--- config.mk ---
export PLATFORM = sky130hd
export DESIGN_NAME = cpu_run_ctrl
export DESIGN_NICKNAME = d
export VERILOG_FILES = /design/src/rtl/run_ctrl_pkg.sv /design/src/rtl/down_counter.sv /design/src/rtl/cpu_run_ctrl.sv
export SDC_FILE = /design/constraint.sdc
export NUM_CORES = 1
export LEC_CHECK = 0
export ABC_AREA = 0
export CORE_UTILIZATION = 40
export CTS_CLUSTER_SIZE = 25
export DETAILED_ROUTE_END_ITERATION = 6
export SYNTH_ARGS = -nofsm -noshare
export SYNTH_HDL_FRONTEND = slang
export SYNTH_SLANG_ARGS = --single-unit
--- constraint.sdc ---
create_clock -name clk -period 4.9 [get_ports clk]
set_input_delay 1.47 -clock clk [delete_from_list [all_inputs] [get_ports clk]]
set_output_delay 1.47 -clock clk [all_outputs]
set_load 0.01 [all_outputs]
--- src/rtl/run_ctrl_pkg.sv ---
// Shared run-control definitions: state encodings and the enabled-state helper.
// Latency: n/a (types and functions only).
// Backpressure: n/a.
package run_ctrl_pkg;

  localparam int STATE_W = 2;

  typedef enum logic [STATE_W-1:0] {
    ST_HOLD   = 2'd0,
    ST_HALTED = 2'd1,
    ST_RUN    = 2'd2,
    ST_STEP   = 2'd3
  } run_state_t;

  // The core clock is enabled only while running freely or stepping.
  function automatic logic is_enabled(input run_state_t s);
    return (s == ST_RUN) || (s == ST_STEP);
  endfunction

endpackage

--- src/rtl/down_counter.sv ---
// Loadable saturating down-counter with zero flag.
// Latency: load/decrement visible one cycle after the request edge.
// Backpressure: none; decrement at zero holds at zero (never wraps).
module down_counter #(
  parameter int WIDTH = 4
) (
  input  logic             clk,
  input  logic             load,
  input  logic [WIDTH-1:0] load_val,
  input  logic             dec,
  output logic [WIDTH-1:0] value,
  output logic             zero
);

  // Load has priority over decrement; decrement saturates at zero.
  always_ff @(posedge clk) begin
    if (load) begin
      value <= load_val;
    end else if (dec && (value != '0)) begin
      value <= value - WIDTH'(1);
    end
  end

  assign zero = (value == '0);

endmodule

--- src/rtl/cpu_run_ctrl.sv ---
// Run control for the core: stretched core reset, run/halt/N-cycle step/breakpoint halt.
// Latency: all outputs registered; a request sampled at an edge takes effect from that edge.
// Backpressure: none; requests are single-cycle pulses and are dropped when not applicable.
// Optional: define CYCLE_CNT_EN to add the 32-bit enabled-cycle counter port cycle_cnt.
module cpu_run_ctrl
  import run_ctrl_pkg::*;
#(
  parameter int RST_CYCLES = 4,
  parameter int STEP_W     = 16,
  parameter int AUTO_RUN   = 0
) (
  input  logic              clk,
  input  logic              rst,
  input  logic              run_req,
  input  logic              halt_req,
  input  logic              step_req,
  input  logic [STEP_W-1:0] step_count,
  input  logic              ebreak,
  output logic              core_rst,
  output logic              cpu_en,
  output logic [STATE_W-1:0] state,
  output logic              step_done,
  output logic              brk_hit
`ifdef CYCLE_CNT_EN
  ,
  output logic [31:0]       cycle_cnt
`endif
);

  // Hold counter only needs to represent RST_CYCLES-1.
  localparam int HOLD_W = (RST_CYCLES > 1) ? $clog2(RST_CYCLES) : 1;

  run_state_t        state_q, state_d;
  logic              core_rst_q, cpu_en_q, step_done_q, brk_q;
  logic              done_d, brk_d;

  logic              hold_dec, hold_zero;
  logic [HOLD_W-1:0] hold_val;
  logic              hold_val_unused;

  logic              step_load, step_dec, step_zero;
  logic [STEP_W-1:0] step_load_val;
  logic [STEP_W-1:0] step_rem;

  // Hold counter is reloaded by rst and counts down the post-reset hold window.
  down_counter #(.WIDTH(HOLD_W)) u_hold_cnt (
    .clk      (clk),
    .load     (rst),
    .load_val (HOLD_W'(RST_CYCLES - 1)),
    .dec      (hold_dec),
    .value    (hold_val),
    .zero     (hold_zero)
  );

  // Only the zero flag of the hold counter drives behaviour.
  assign hold_val_unused = ^hold_val;

  // Step counter holds the remaining enabled cycles of a step; rst clears it.
  down_counter #(.WIDTH(STEP_W)) u_step_cnt (
    .clk      (clk),
    .load     (rst | step_load),
    .load_val (rst ? '0 : step_load_val),
    .dec      (step_dec & ~rst),
    .value    (step_rem),
    .zero     (step_zero)
  );

  // Next-state and next-output decode; priority halt_req > ebreak > step_req > run_req.
  always_comb begin
    state_d       = state_q;
    done_d        = 1'b0;
    brk_d         = brk_q;
    hold_dec      = 1'b0;
    step_load     = 1'b0;
    step_load_val = '0;
    step_dec      = 1'b0;
    case (state_q)
      ST_HOLD: begin
        if (hold_zero) begin
          state_d = (AUTO_RUN != 0) ? ST_RUN : ST_HALTED;
        end else begin
          hold_dec = 1'b1;
        end
      end
      ST_HALTED: begin
        // ebreak has no meaning while the core is stopped.
        if (!halt_req) begin
          if (step_req && (step_count != '0)) begin
            state_d       = ST_STEP;
            step_load     = 1'b1;
            step_load_val = step_count;
            brk_d         = 1'b0;
          end else if (run_req) begin
            state_d = ST_RUN;
            brk_d   = 1'b0;
          end
        end
      end
      ST_RUN: begin
        if (halt_req) begin
          state_d = ST_HALTED;
        end else if (ebreak) begin
          state_d = ST_HALTED;
          brk_d   = 1'b1;
        end
      end
      ST_STEP: begin
        if (halt_req) begin
          state_d   = ST_HALTED;
          step_load = 1'b1;
        end else if (ebreak) begin
          state_d   = ST_HALTED;
          step_load = 1'b1;
          brk_d     = 1'b1;
        end else if (step_zero) begin
          // Defensive: a step is never entered with zero remaining.
          state_d = ST_HALTED;
        end else begin
          step_dec = 1'b1;
          if (step_rem == STEP_W'(1)) begin
            state_d = ST_HALTED;
            done_d  = 1'b1;
          end
        end
      end
      default: state_d = ST_HOLD;
    endcase
  end

  // State and output registers; outputs follow the next state so they align with state.
  always_ff @(posedge clk) begin
    if (rst) begin
      state_q     <= ST_HOLD;
      core_rst_q  <= 1'b1;
      cpu_en_q    <= 1'b0;
      step_done_q <= 1'b0;
      brk_q       <= 1'b0;
    end else begin
      state_q     <= state_d;
      core_rst_q  <= (state_d == ST_HOLD);
      cpu_en_q    <= is_enabled(state_d);
      step_done_q <= done_d;
      brk_q       <= brk_d;
    end
  end

`ifdef CYCLE_CNT_EN
  // Count every cycle the core clock is enabled; wraps naturally, cleared only by rst.
  always_ff @(posedge clk) begin
    if (rst) begin
      cycle_cnt <= '0;
    end else if (cpu_en_q) begin
      cycle_cnt <= cycle_cnt + 32'd1;
    end
  end
`endif

  assign core_rst  = core_rst_q;
  assign cpu_en    = cpu_en_q;
  assign state     = state_q;
  assign step_done = step_done_q;
  assign brk_hit   = brk_q;

endmodule

======== Word-level counts from Yosys, hierarchy flattened ========
Index checks and enable logic that the tools add are counted.
word-level totals
  register bits ........................... 24
  output and inout port bits .............. 6
  logic and storage cells ................. 74
operators by class
  multiplexer cells ....................... 35
  equal/unequal tests ..................... 10
  bitwise gates (word level) .............. 4
  $add $sub $neg .......................... 2
  reductions and logical operators ........ 16
operators with widths
  cell                                                number
  2-to-1 mux 16 bit                                   6
  nonzero test 16 bit                                 2
  2-to-1 mux 2 bit                                    10
  == test 16 x 1 -> 1 bit, second input constant      1
  zero test 16 bit                                    1
  2-to-1 mux 1 bit                                    16
  subtractor 16 x 1 -> 16 bit, second input constant  1
  == test 2 bit, second input constant                4
  case mux 2 bit (4 select lines)                     1
  zero test 2 bit                                     3
  nonzero test 2 bit                                  3
  AND reduction 5 bit                                 1
  OR reduction 5 bit                                  1
  != test 2 bit, second input constant                2
  case mux 1 bit (2 select lines)                     2
  logical AND 1 bit                                   3
  != test 3 bit, second input constant                1
  == test 2 x 1 -> 1 bit, second input constant       1
  != test 2 x 1 -> 1 bit, second input constant       1
  inverter 1 bit                                      2
  OR reduction 2 bit                                  1
  subtractor 2 x 1 -> 2 bit, second input constant    1
  AND 1 bit                                           1
  logical OR 1 bit                                    1
  bitwise OR 1 bit                                    1

======== Longest topological paths before layout ========
Gate-level depths: netlist (run 1).
  word-level depth ........................ 9
  mapped depth ............................ 7
  depth with buffers taken out ............ 6

======== Modules after synthesis ========
A second synthesis (run 1) with hierarchy kept.
second synthesis, totals
  cells, all modules ...................... 168
  area total of the unflattened synthesis .. 1554.0 um2
modules (own cells, without submodules)
  module                     area each (um2)  sequential area each (um2)  cells an instance  times used
  down_counter (u_step_cnt)  955.9            480.5                       96                 1
  cpu_run_ctrl               489.2            100.1                       61                 1
  down_counter (u_hold_cnt)  108.9            60.1                        11                 1

======== Least setup slack after synthesis (run 1) ========
No wires, ideal clock.
  kind .................................... in2reg
  from .................................... input port step_count[3]
  to ...................................... register u_step_cnt.value[0] (enable)
  slack ................................... 1.768 ns
  stages on the path ...................... 5
  data arrival time ....................... 2.755 ns
  buffers on the path ..................... 0
  setup time .............................. 0.377 ns
  cells stage by stage .................... nor4_1 > nand4_1 > and3_1 > or2_2 > o21bai_1
between the ends
  word-level cells in the longest chain between the ends .. 7
RTL lines
  element                              RTL line            RTL
  from (decl)                          cpu_run_ctrl.sv:17  input logic [STEP_W-1:0] step_count,
  nonzero test 16 bit                  cpu_run_ctrl.sv:88  if (step_req && (step_count != '0)) begin
  logical AND 1 bit                    cpu_run_ctrl.sv:88
  2-to-1 mux 1 bit                     cpu_run_ctrl.sv:88
  2-to-1 mux 1 bit                     cpu_run_ctrl.sv:87  if (!halt_req) begin
  case mux 1 bit (2 select lines)      cpu_run_ctrl.sv:77  case (state_q)
  bitwise OR 1 bit                     cpu_run_ctrl.sv:61  .load (rst | step_load),
  nonzero test 2 bit (no source line)  -
  to (signal assigned)                 down_counter.sv:18  value <= load_val;
  to (signal assigned)                 down_counter.sv:20  value <= value - WIDTH'(1);
  to (decl)                            down_counter.sv:11  output logic [WIDTH-1:0] value,
Every way passes these cells.
A chain may end at the register's enable or synchronous reset.

======== Worst setup path in the final report (run 1) ========
  from .................................... input port rst
  to ...................................... register u_step_cnt.value[15] (enable)
between the ends
  word-level cells in the longest chain between the ends .. 4
  elaborated cells on any way between the ends .. 5
RTL lines
  element                                RTL line            RTL
  from (decl)                            cpu_run_ctrl.sv:13  input logic rst,
  inverter 1 bit                         cpu_run_ctrl.sv:63  .dec (step_dec & ~rst),
  AND 1 bit                              cpu_run_ctrl.sv:63
  logical AND 1 bit                      down_counter.sv:19  end else if (dec && (value != '0)) begin
  nonzero test 2 bit (no source line) *  -
Every way passes the cells marked *; elsewhere a longest branch is shown, timed or not.

==> impl_metrics.tcl, run 1 <==
set metrics [dict create \
    overflow 0 \
    p_seq_share_pct 52.3 \
    diodes 0 \
    p_clk_share_pct 22.8 \
    clock_latency_ps 270 \
    dieArea_mm2 0.00394 \
    rsz0062_at_grt "no" \
    cpMaxStageDelayCell "clkdlybuf4s50_1" \
    first_iter_violations 63 \
    port_buffers 27 \
    powerDensity_mw_per_mm2 284 \
    p_sw_mw 0.153 \
    grt_max_degree 30 \
    ir_drop_v 0.000153 \
    relSlewSlack_pct 56.5 \
    hold_viol 0 \
    placed_cells 215 \
    max-cap-violations 0 \
    period_share_pct 72.4 \
    synth-seq-cells 24 \
    tns_ps 0 \
    final_common_cell "clkdlybuf4s50_1" \
    leakagePower_nw 0.589 \
    track_usage_pct 18.1 \
    cts_resized 0 \
    syn_nets 172 \
    cp_num_buf_inv 2 \
    cpPeakStageDelay_ps 750 \
    whs_ps 503 \
    cts_sinks 24 \
    holdCritPathClass "reg2reg" \
    final_cell_mix "clkdlybuf4s50_1 (27), nand3b_1 (20), edfxtp_1 (16)" \
    route.detailed.drc 0 \
    gp_congestion 0.816 \
    path_class "in2reg" \
    ctsHoldBuffers 0 \
    viasPerCell 5.53 \
    arrival_ps 3560 \
    tritoncts "yes" \
    grt_pass1_wl_um 5600 \
    layout_min_cycle_time_ps 3550 \
    setup_viol 0 \
    crit_path_start_kind "input pin" \
    tightest_slew_ps 651 \
    vias 1210 \
    antenna_found_initial 0 \
    netlist_area_mm2 0.00148 \
    core_mm2 0.00344 \
    slew_viol_final 0 \
    numCtsBuffers 3 \
    die_w_um 62.8 \
    drive_above_1_share_pct 7.51 \
    drt-wirelength-per-cell_um 15.1 \
    first_pass_iters 4 \
    fmax_mhz 282 \
    hpwlAfterDp_um 2430 \
    ant_nets 0 \
    syn-mean-instance-area_um2 10.1 \
    die_h_um 62.8 \
    internal_power_mw 0.370 \
    clock_path_buffers 2 \
    comb_power_share_pct 24.9 \
    required_ps 4910 \
    row_count 21 \
    finClkSkew_ps 4.18 \
    p_sw_share_pct 29.3 \
    htreeDepth 1 \
    pre_cts_slack_ps 1050 \
    wl_um 3300 \
    cts.reportedPaths.clkPinSlew_ps 90 \
    crit_path_max_fanout 24 \
    nFillCells 326 \
    grt_pass1_vias 1227 \
    fin_ws_ps 1350 \
    end_kind "flip-flop" \
    fin_util_pct 53.5 \
    ios 28 \
    postSynthCellCount 146 \
    yosys_warnings 0 \
    clockRootBuffer "clkbuf_8" \
    synth.distinct_cells 33 \
    final_nets 200 \
    areaGrowthSynthToFinish_pct 24.5 \
    final_cells 219 \
    status "finished, final reports clean" \
    synth_seq_area_share_pct 43.3 \
    crit_chain "clkdlybuf4s50_1, nand2b_1, or2_2, o21bai_1, buf_4" \
    initial_core_util_pct 43.0 \
    critical-path-top-delay-family "buffers and inverters" \
    postCtsSetupBuffers 0 \
]
-- layer usage --
metal / track usage (%) / vias to the layer above / wire length [µm]
met1: 24.2 / 564 / 1600
met2: 29.2 / 37 / 1500
li1: - / 604 / -
met3: 3.28 / 5 / 155
met5: 0 / - / 0
met4: 6.40 / 0 / 43
-- sequential cells by signal, indices dropped and copies added, names as in the netlist --
| name | cells |
|---|---|
| step_done | 1 |
| u_step_cnt.value | 16 |
| core_rst | 1 |
| state | 2 |
| u_hold_cnt.value | 2 |
| cpu_en | 1 |
| brk_hit | 1 |
-- synthesized netlist by cell type --
cell type / instances / area (µm²)
o21ai_0: 9 / 45.0
a21oi_1: 3 / 15.0
nand2b_1: 4 / 25.0
or2_2: 2 / 12.5
xnor2_1: 9 / 78.8
nor3_1: 5 / 25.0
nor4_4: 1 / 21.3
o31ai_2: 1 / 12.5
xor2_1: 5 / 43.8
a211oi_1: 2 / 15.0
o21bai_1: 1 / 7.51
or4_4: 1 / 11.3
ha_1: 4 / 50.1
o31ai_1: 9 / 67.6
buf_2: 2 / 10.0
nand3_4: 1 / 17.5
nand3_1: 2 / 10.0
dfxtp_1: 8 / 160
or3_1: 1 / 6.26
and3_1: 1 / 6.26
nand4_1: 3 / 18.8
o211ai_1: 1 / 7.51
edfxtp_1: 16 / 480
clkbuf_1: 4 / 15.0
a211o_1: 1 / 8.76
nor2_1: 8 / 30.0
nor3b_1: 1 / 7.51
nor4_1: 8 / 50.1
nor3b_2: 1 / 12.5
nor3_4: 1 / 16.3
nand3b_1: 20 / 150
inv_1: 6 / 22.5
nand2_1: 5 / 18.8
-- cell type report --
class | instances | area (µm²) | area share [%]
clock inverters | 1 | 3.75 | 0.204
clock buffers | 3 | 41.3 | 2.24
inverters | 6 | 22.5 | 1.22
repair buffers | 29 | 285 | 15.5
flip-flops and latches | 24 | 641 | 34.8
multi-input cells | 110 | 791 | 42.9
well taps | 46 | 57.6 | 3.12
-- power by group through the flow --
stage | combinational (mW) | sequential (mW) | clock [mW]
global placement | 0.128 | 0.277 | 0
finish | 0.130 | 0.274 | 0.119
global route | 0.145 | 0.277 | 0.136
CTS | 0.132 | 0.273 | 0.122
detailed placement | 0.130 | 0.278 | 0
floorplan | 0.0847 | 0.274 | 0
-- path summary, 6_finish.rpt --
| path | from | to | slack [ps] | cells past startpoint |
|---|---|---|---|---|
| min reg2reg | brk_hit$_SDFFE_PP0P_ | brk_hit$_SDFFE_PP0P_ | 500 | 2 |
| min | brk_hit$_SDFFE_PP0P_ | brk_hit$_SDFFE_PP0P_ | 500 | 2 |
| max | rst | u_step_cnt.value[15]$_DFFE_PP_ | 1350 | 5 |
| max reg2reg | u_step_cnt.value[9]$_DFFE_PP_ | u_step_cnt.value[15]$_DFFE_PP_ | 2780 | 6 |
-- metrics by stage --
stage          area (µm²)  power [mW]
6_report             1840       0.523
5_1_grt              1840       0.558
4_1_cts              1840       0.527
3_5_place_dp         1800       0.408
3_3_place_gp         1800       0.405
2_1_floorplan        1480       0.359
-- worst min-delay path, cell delays in order (launching register included) --
cell and delay, ps:
dfxtp_1 320, nand3b_1 80, a21oi_1 60
-- cells by family (layout without fill, tap and decap cells) --
| family | after synthesis | count (layout) | synth area share (%) |
|---|---|---|---|
| adders and majority gates | 4 | 4 | 3.38 |
| AOI/OAI and AO/OA | 27 | 27 | 12.1 |
| xor gates and xnor gates | 14 | 14 | 8.29 |
| and+or+nand+nor | 65 | 65 | 29.7 |
| DFF | 24 | 24 | 43.3 |
| buffers and inverters | 12 | 39 | 3.21 |
Power figures use the tool's default switching activity.
==> inputs of run 2 (changes only) <==
PLACE_DENSITY = 0.66   (was default)
clock period = 3.2 ns   (was 4.9 ns; I/O delays follow)
==> impl_metrics.tcl, run 2 (synthesized netlist as in run 1, its figures left out) <==
set metrics [dict create \
    status "finished, final reports clean" \
    ant_nets 0 \
    gp_congestion 0.831 \
    final_common_cell "clkdlybuf4s50_1" \
    holdCritPathClass "reg2reg" \
    cts_resized 0 \
    max-cap-violations 0 \
    diodes 0 \
    arrival_ps 2880 \
    path_class "in2reg" \
    areaGrowthSynthToFinish_pct 28.1 \
    first_iter_violations 70 \
    ir_drop_v 0.000298 \
    relSlewSlack_pct 72.0 \
    grt_pass1_wl_um 5750 \
    final_nets 204 \
    clockRootBuffer "clkbuf_8" \
    finClkSkew_ps 8.61 \
    viasPerCell 5.49 \
    ctsHoldBuffers 0 \
    initial_core_util_pct 43.0 \
    cp_num_buf_inv 2 \
    cts.reportedPaths.clkPinSlew_ps 80 \
    cpMaxStageDelayCell "clkdlybuf4s50_1" \
    critical-path-top-delay-family "simple AND/OR/NAND/NOR gates" \
    ios 28 \
    cpPeakStageDelay_ps 430 \
    clock_path_buffers 2 \
    antenna_found_initial 0 \
    numCtsBuffers 3 \
    setup_viol 0 \
    dieArea_mm2 0.00394 \
    postCtsSetupBuffers 0 \
    end_kind "flip-flop" \
    required_ps 3240 \
    largest_register_ffs 16 \
    wl_um 3440 \
    tns_ps 0 \
    clock_latency_ps 270 \
    first_pass_iters 4 \
    period_share_pct 88.7 \
    track_usage_pct 18.6 \
    grt_max_degree 30 \
    die_h_um 62.8 \
    hpwlAfterDp_um 2540 \
    regMostFlops "u_step_cnt.value" \
    route.detailed.drc 0 \
    vias 1224 \
    crit_path_start_kind "input pin" \
    fin_ws_ps 362 \
    powerDensity_mw_per_mm2 445 \
    pre_cts_slack_ps 87.8 \
    drt-wirelength-per-cell_um 15.4 \
    htreeDepth 1 \
    grt_pass1_vias 1216 \
    leakagePower_nw 0.619 \
    finalPower_mw 0.842 \
    tightest_slew_ps 417 \
    overflow 0 \
    drive_above_1_share_pct 10.2 \
    tritoncts "yes" \
    rsz0062_at_grt "no" \
    fmax_mhz 352 \
    final_cell_mix "clkdlybuf4s50_1 (27), nand3b_1 (20), edfxtp_1 (16)" \
    core_mm2 0.00344 \
    cts_sinks 24 \
    row_count 21 \
    slew_viol_final 0 \
    port_buffers 27 \
    layout_min_cycle_time_ps 2840 \
    die_w_um 62.8 \
    hold_viol 0 \
    crit_chain "clkdlybuf4s50_1, nor4_1, nand4_1, and3_1, or2_2, o21bai_1, buf_12" \
    crit_path_max_fanout 16 \
]
==> run 2: cell type report <==
type / instances / area, µm²
multi-input cells: 110 / 791
repair buffers: 33 / 328
inverters: 6 / 22.5
well taps: 46 / 57.6
fillers: 332 / 1550
clock buffers: 4 / 55.1
flip-flops and latches: 24 / 641
==> run 2: stage by stage <==
| stage | hold WS, ps | std cells | cell area (µm²) | util (%) |
|---|---|---|---|---|
| final | 512 | 223 | 1890 | 55.0 |
| after global routing | 548 | 223 | 1890 | 55.0 |
| after CTS | 516 | 223 | 1890 | 55.0 |
| after detailed placement | 491 | 219 | 1840 | 53.4 |
| after global placement | 479 | 219 | 1840 | 53.4 |
| after floorplan | 465 | 146 | 1480 | - |
==> run 2: tightest hold or removal path: cells and delay by family (launching register included) <==
| kind | cells | cell delay, ps |
|---|---|---|
| AO/OA/AOI/OAI | 1 | 80 |
| AND/OR/NAND/NOR | 1 | 70 |
| flip-flops | 1 | 330 |
==> run 2: final timing paths <==
path	from	end	slack, ps	depth (start not counted)
max	step_count[11]	u_step_cnt.value[8]$_DFFE_PP_	360	7
min	u_hold_cnt.value[1]$_SDFFE_PP1P_	u_hold_cnt.value[1]$_SDFFE_PP1P_	510	2
max reg2reg	u_step_cnt.value[9]$_DFFE_PP_	u_step_cnt.value[8]$_DFFE_PP_	1140	6
min reg2reg	u_hold_cnt.value[1]$_SDFFE_PP1P_	u_hold_cnt.value[1]$_SDFFE_PP1P_	510	2
==> run 2: report_power, final <==
| part | internal, mW | switching [mW] | leakage [nW] |
|---|---|---|---|
| Clock | 0.110 | 0.103 | 0.0288 |
| Sequential | 0.379 | 0.0393 | 0.229 |
| Combinational | 0.108 | 0.103 | 0.361 |
==> run 2: layer usage <==
layer	wire (µm)	part of all wire, %	vias to the layer above	global-route usage [%]
li1	-	-	615	-
met1	1600	46	573	24.0
met2	1650	48	32	31.3
met3	170	4.9	4	5.11
met4	27	0.78	0	3.49
met5	0	0	-	0
